===== src/rtl/hbridge_deadtime.sv =====
// H-bridge gate driver with break-before-make dead time, illegal-command fault latch and optional low-side brake.
// Optional feature: define HBRIDGE_BRAKE_EN to resolve an OFF command to BRAKE instead of coasting in IDLE.
module hbridge_deadtime #(
    parameter int DT_WIDTH = 8
) (
    input  logic                clk,
    input  logic                reset,
    input  logic                enable,
    input  logic                motor_positive,
    input  logic                motor_negative,
    input  logic [DT_WIDTH-1:0] dead_time,
    input  logic                fault_clear,
    output logic                high_a,
    output logic                low_a,
    output logic                high_b,
    output logic                low_b,
    output logic                fault,
    output logic [7:0]          fault_count,
    output logic [2:0]          state
);

    typedef enum logic [2:0] {
        ST_IDLE  = 3'd0,
        ST_DEAD  = 3'd1,
        ST_POS   = 3'd2,
        ST_NEG   = 3'd3,
        ST_BRAKE = 3'd4,
        ST_FAULT = 3'd5
    } state_t;

    localparam logic [1:0] CMD_OFF = 2'b00;
    localparam logic [1:0] CMD_NEG = 2'b01;
    localparam logic [1:0] CMD_POS = 2'b10;
    localparam logic [1:0] CMD_BAD = 2'b11;

    // Gate vector order: {high_a, low_a, high_b, low_b}
    localparam logic [3:0] GATES_OFF   = 4'b0000;
    localparam logic [3:0] GATES_POS   = 4'b1001;
    localparam logic [3:0] GATES_NEG   = 4'b0110;
    localparam logic [3:0] GATES_BRAKE = 4'b0101;

`ifdef HBRIDGE_BRAKE_EN
    localparam state_t OFF_STATE = ST_BRAKE;
`else
    localparam state_t OFF_STATE = ST_IDLE;
`endif

    state_t                state_q, state_d;
    logic [1:0]            cmd_q;
    logic [1:0]            target_q, target_d;
    logic [DT_WIDTH-1:0]   counter_q, counter_d;
    logic [3:0]            gates_q, gates_d;
    logic                  fault_q, fault_d;
    logic [7:0]            count_q, count_d;
    logic [DT_WIDTH-1:0]   dt_load;
    logic [1:0]            drive;
    logic                  overlap;

    function automatic state_t resolve(input logic [1:0] tgt);
        case (tgt)
            CMD_POS: resolve = ST_POS;
            CMD_NEG: resolve = ST_NEG;
            default: resolve = OFF_STATE;
        endcase
    endfunction

    always_comb begin
        dt_load = (dead_time == '0) ? DT_WIDTH'(1) : dead_time;
        case (state_q)
            ST_POS:  drive = CMD_POS;
            ST_NEG:  drive = CMD_NEG;
            default: drive = CMD_OFF;
        endcase
        overlap = (gates_q[3] & gates_q[2]) | (gates_q[1] & gates_q[0]);
    end

    // Fault handling outranks the enable gate, which outranks normal sequencing.
    always_comb begin
        state_d   = state_q;
        target_d  = target_q;
        counter_d = counter_q;
        fault_d   = fault_q;
        count_d   = count_q;

        if (state_q == ST_FAULT) begin
            if (fault_clear && cmd_q == CMD_OFF) begin
                state_d = ST_IDLE;
                fault_d = 1'b0;
            end
        end else if (cmd_q == CMD_BAD || overlap) begin
            state_d   = ST_FAULT;
            fault_d   = 1'b1;
            counter_d = '0;
            count_d   = (count_q == 8'hFF) ? 8'hFF : count_q + 8'd1;
        end else if (!enable) begin
            state_d   = ST_IDLE;
            counter_d = '0;
        end else begin
            case (state_q)
                ST_IDLE, ST_POS, ST_NEG, ST_BRAKE: begin
                    if (cmd_q != drive) begin
                        state_d   = ST_DEAD;
                        target_d  = cmd_q;
                        counter_d = dt_load;
                    end
                end
                ST_DEAD: begin
                    // A new command restarts the full dead interval.
                    if (cmd_q != target_q) begin
                        target_d  = cmd_q;
                        counter_d = dt_load;
                    end else if (counter_q <= DT_WIDTH'(1)) begin
                        state_d   = resolve(target_q);
                        counter_d = '0;
                    end else begin
                        counter_d = counter_q - DT_WIDTH'(1);
                    end
                end
                default: begin
                    state_d   = ST_IDLE;
                    counter_d = '0;
                end
            endcase
        end
    end

    always_comb begin
        case (state_d)
            ST_POS:   gates_d = GATES_POS;
            ST_NEG:   gates_d = GATES_NEG;
            ST_BRAKE: gates_d = GATES_BRAKE;
            default:  gates_d = GATES_OFF;
        endcase
    end

    always_ff @(posedge clk or posedge reset) begin
        if (reset) begin
            cmd_q     <= CMD_OFF;
            state_q   <= ST_IDLE;
            target_q  <= CMD_OFF;
            counter_q <= '0;
            gates_q   <= GATES_OFF;
            fault_q   <= 1'b0;
            count_q   <= 8'd0;
        end else begin
            cmd_q     <= {motor_positive, motor_negative};
            state_q   <= state_d;
            target_q  <= target_d;
            counter_q <= counter_d;
            gates_q   <= gates_d;
            fault_q   <= fault_d;
            count_q   <= count_d;
        end
    end

    assign {high_a, low_a, high_b, low_b} = gates_q;
    assign fault       = fault_q;
    assign fault_count = count_q;
    assign state       = state_q;

endmodule


===== config.mk =====
export PLATFORM = sky130hd
export DESIGN_NAME = hbridge_deadtime
export DESIGN_NICKNAME = d
export VERILOG_FILES = /design/src/rtl/hbridge_deadtime.sv
export SDC_FILE = /design/constraint.sdc
export NUM_CORES = 1
export LEC_CHECK = 0
export CORE_MARGIN = 2
export CORE_UTILIZATION = 30
export CTS_CLUSTER_SIZE = 10
export DETAILED_ROUTE_END_ITERATION = 10
export GPL_TIMING_DRIVEN = 0
export MAX_ROUTING_LAYER = met4
export PLACE_DENSITY = 0.56
export SLEW_MARGIN = 25
export SYNTH_ARGS = -nofsm -noshare
export SYNTH_HDL_FRONTEND = slang
export SYNTH_SLANG_ARGS = --single-unit

===== constraint.sdc =====
create_clock -name clk -period 2.9 [get_ports clk]
set_input_delay 0.435 -clock clk [delete_from_list [all_inputs] [get_ports clk]]
set_output_delay 0.435 -clock clk [all_outputs]
set_load 0.05 [all_outputs]

==> results of run 1 <==
## layout make-up
type	instances	share of cell area, %
multi-input cells	126	40.6
clock buffers	3	2.03
repair buffers	29	14.2
clock inverters	1	1.47
well taps	70	4.30
flip-flops and latches	28	34.4
inverters	11	2.03
plain buffers	5	0.982
## worst paths after layout
path                       cells after the start              to
max                                            7    counter_q[4]
max in group asynchronous                      2    counter_q[1]
min in group asynchronous                      2  fault_count[7]
max reg2reg                                    7    counter_q[4]
min                                            1           fault
min reg2reg                                    1           fault
## worst max-delay path, stage by stage (launching register included)
cell,delay [ps]
dfrtp_1,370
clkbuf_1,200
a222oi_1,750
nand2_1,280
and4b_1,310
buf_2,160
inv_1,100
o22ai_1,240
## logic make-up (layout without fill, tap and decap cells)
kind of cell,after synthesis,in the layout,synth area share (%)
AO/OA/AOI/OAI,45,45,19.6
XOR/XNOR,5,5,2.76
adder cells (fa/ha/maj),4,4,3.15
buffers and inverters,16,49,3.86
flip-flops,28,28,44.1
multiplexers,4,4,2.83
AND/OR/NAND/NOR,68,68,23.7
## flip-flops by register name, summed over array words and instances (netlist names)
| name | cells |
|---|---|
| counter_q | 8 |
| gates_q | 4 |
| state | 3 |
| fault | 1 |
| target_q | 2 |
| fault_count | 8 |
| cmd_q | 2 |
## synth_stat cells (2+ instances only)
master / n / area (um^2)
o21a_1: 2 / 15.0
ha_1: 4 / 50.1
o21ai_0: 10 / 50.1
xnor2_1: 4 / 35.0
and3b_1: 2 / 17.5
mux2_2: 4 / 45.0
nand4b_1: 2 / 17.5
clkbuf_1: 4 / 15.0
a21oi_1: 7 / 35.0
nor4_1: 2 / 12.5
inv_1: 10 / 37.5
and4_1: 2 / 17.5
nand2_1: 18 / 67.6
nor2_1: 11 / 41.3
nor2b_1: 2 / 12.5
a32oi_1: 4 / 35.0
a31oi_1: 3 / 18.8
or2_2: 2 / 12.5
nand4_1: 2 / 12.5
nand3_1: 6 / 30.0
nor3_1: 7 / 35.0
a22o_1: 5 / 43.8
a21o_1: 3 / 22.5
nor3b_1: 2 / 15.0
o22ai_1: 3 / 18.8
dfrtp_1: 28 / 701
## stage by stage
stage / hold WS (ps) / area, um^2
final: 507 / 2040
after global routing: 526 / 2040
after CTS: 515 / 2040
after detailed placement: 490 / 1970
after global placement: 484 / 1970
after floorplan: 466 / 1590
## power breakdown
part | switching [mW] | internal (mW) | total, mW
clock network | 0.128 | 0.185 | 0.313
logic | 0.601 | 0.375 | 0.976
registers | 0.123 | 0.492 | 0.615
## metal layers
layer / global-route usage, % / vias up / part of all wire [%] / routed length (um)
met5: - / - / 0 / 0
met1: 19.5 / 671 / 52 / 1960
met3: 2.35 / 5 / 3.3 / 123
li1: - / 689 / - / -
met4: 3.82 / 0 / 1.4 / 51
met2: 19.8 / 26 / 43 / 1610
==> run summary, run 1 <==
Netlist Area Pre-Place -> 1590 um^2
Top FF cell, synth -> dfrtp_1
P per Cell Area -> 934 nW/um^2
R2r setup slk -> 380 ps
Final std cells w/o fill -> 273
Worst vdd ir -> 0.389 mV
Final Hold Fails -> 0
Total wire length -> 3750 um
Core area -> 5110 um^2
Total setup buffers inserted after CTS -> 0
DR vias/cell -> 5.10
Final period utilization -> 86.8%
GRT Overall Usage -> 13.6%
Post-cts resize count -> 0
Final WS setup -> 382 ps
Initial antenna violation count -> 0
Initial core utilization -> 31.1%
Critical Path AT -> 2700 ps
Crit start category -> flop
DRT iter0 DRCs -> 98
Chip height -> 76.8 um
Post-place setup slack -> 455 ps
Pleak -> 0.861 nW
Clk sinks -> 28
Vias in the first global route -> 1,288
Worst rel slew slack -> 48.5%
CTS tree -> built
Worst-Skew Late Latency -> 280 ps
Register area -> 701 um^2
Final Slew Violations -> 0
FMAX -> 397 MHz
Cells after Synth -> 170
GPL Wtd Cong -> 0.903
Max clock buf depth -> 2
DR pass1 iterations -> 4
Worst setup EP type -> flop
CTS Buf Count -> 3
Die X -> 76.8 um
DRC errors left -> 0
Crit Path Max Fanout -> 8
Data required, critical path -> 3090 ps
Vias -> 1,391
H-tree levels -> 1
Hold wc startpoint -> fault
Final Net Count -> 222
Unrepaired setup endpoints after global routing -> no
Hold Crit Class -> flop to flop
Final Skew -> 6.09 ps
WS Path Type -> flop to flop
Setup violators final -> 0
Total congestion overflow -> 0
Avg WL per Cell -> 13.7 um
Post-synth EDFFs -> 0
Most frequent cells in the layout -> clkdlybuf4s50_1, dfrtp_1, nand2_1
Largest net degree at the start of global routing -> 29
Status -> finished, final reports clean
Multi-input logic area -> 827 um^2
Post-route ant nets -> 0
Ant. Diodes -> 0
Post-synth net total -> 188
Synth Area per Inst -> 9.35 um^2
Overall Power -> 1.90 mW
Seq/Total Area, Yosys -> 44.1%
Commonest non-fill, non-tap cell in the layout -> clkdlybuf4s50_1
I/O Pins -> 30
First-pass GRT wire length -> 6360 um
Setup crit start -> cmd_q[0]
Fin Setup TNS -> 0 ps
Port-buffer cells -> 29
CTS root buffer -> clkbuf_8
Synth Register Bits -> 28
Layout cells sized above 1 -> 7.39%
FFs w/ async S/R, synth -> 100%
Distinct cells, synth -> 47
Min Tclk post-route -> 2520 ps
Fill cells -> 542
Hold-fix buffers at CTS -> 0
Placed insts -> 269
Fin util -> 39.9%
Max-capacitance violation count -> 0
Hpwl dp -> 2690 um
Row Count -> 26
Die area -> 5900 um^2
Area Overhead vs Synth -> 28.3%
Worst-path clk slew -> 100 ps
Worst-Margin Slew -> 773 ps
Yosys Warn Count -> 0
Worst R2R Start -> cmd_q[0]
No activity file was read; power rests on OpenSTA's default activity.
==> run 2, diff against run 1 <==
- clock period: 2.9 -> 3.05 ns (I/O delays scaled with it)
==> results of run 2 <==
The final DEF is identical to that of run 1. Status: finished, final reports clean.
Among the figures that moved: setup slack after placement 455 ps -> 605 ps; setup slack after layout 382 ps -> 532 ps; register-to-register setup slack 380 ps -> 530 ps; total power 1.90 mW -> 1.81 mW; worst IR drop on VDD 0.389 mV -> 0.370 mV
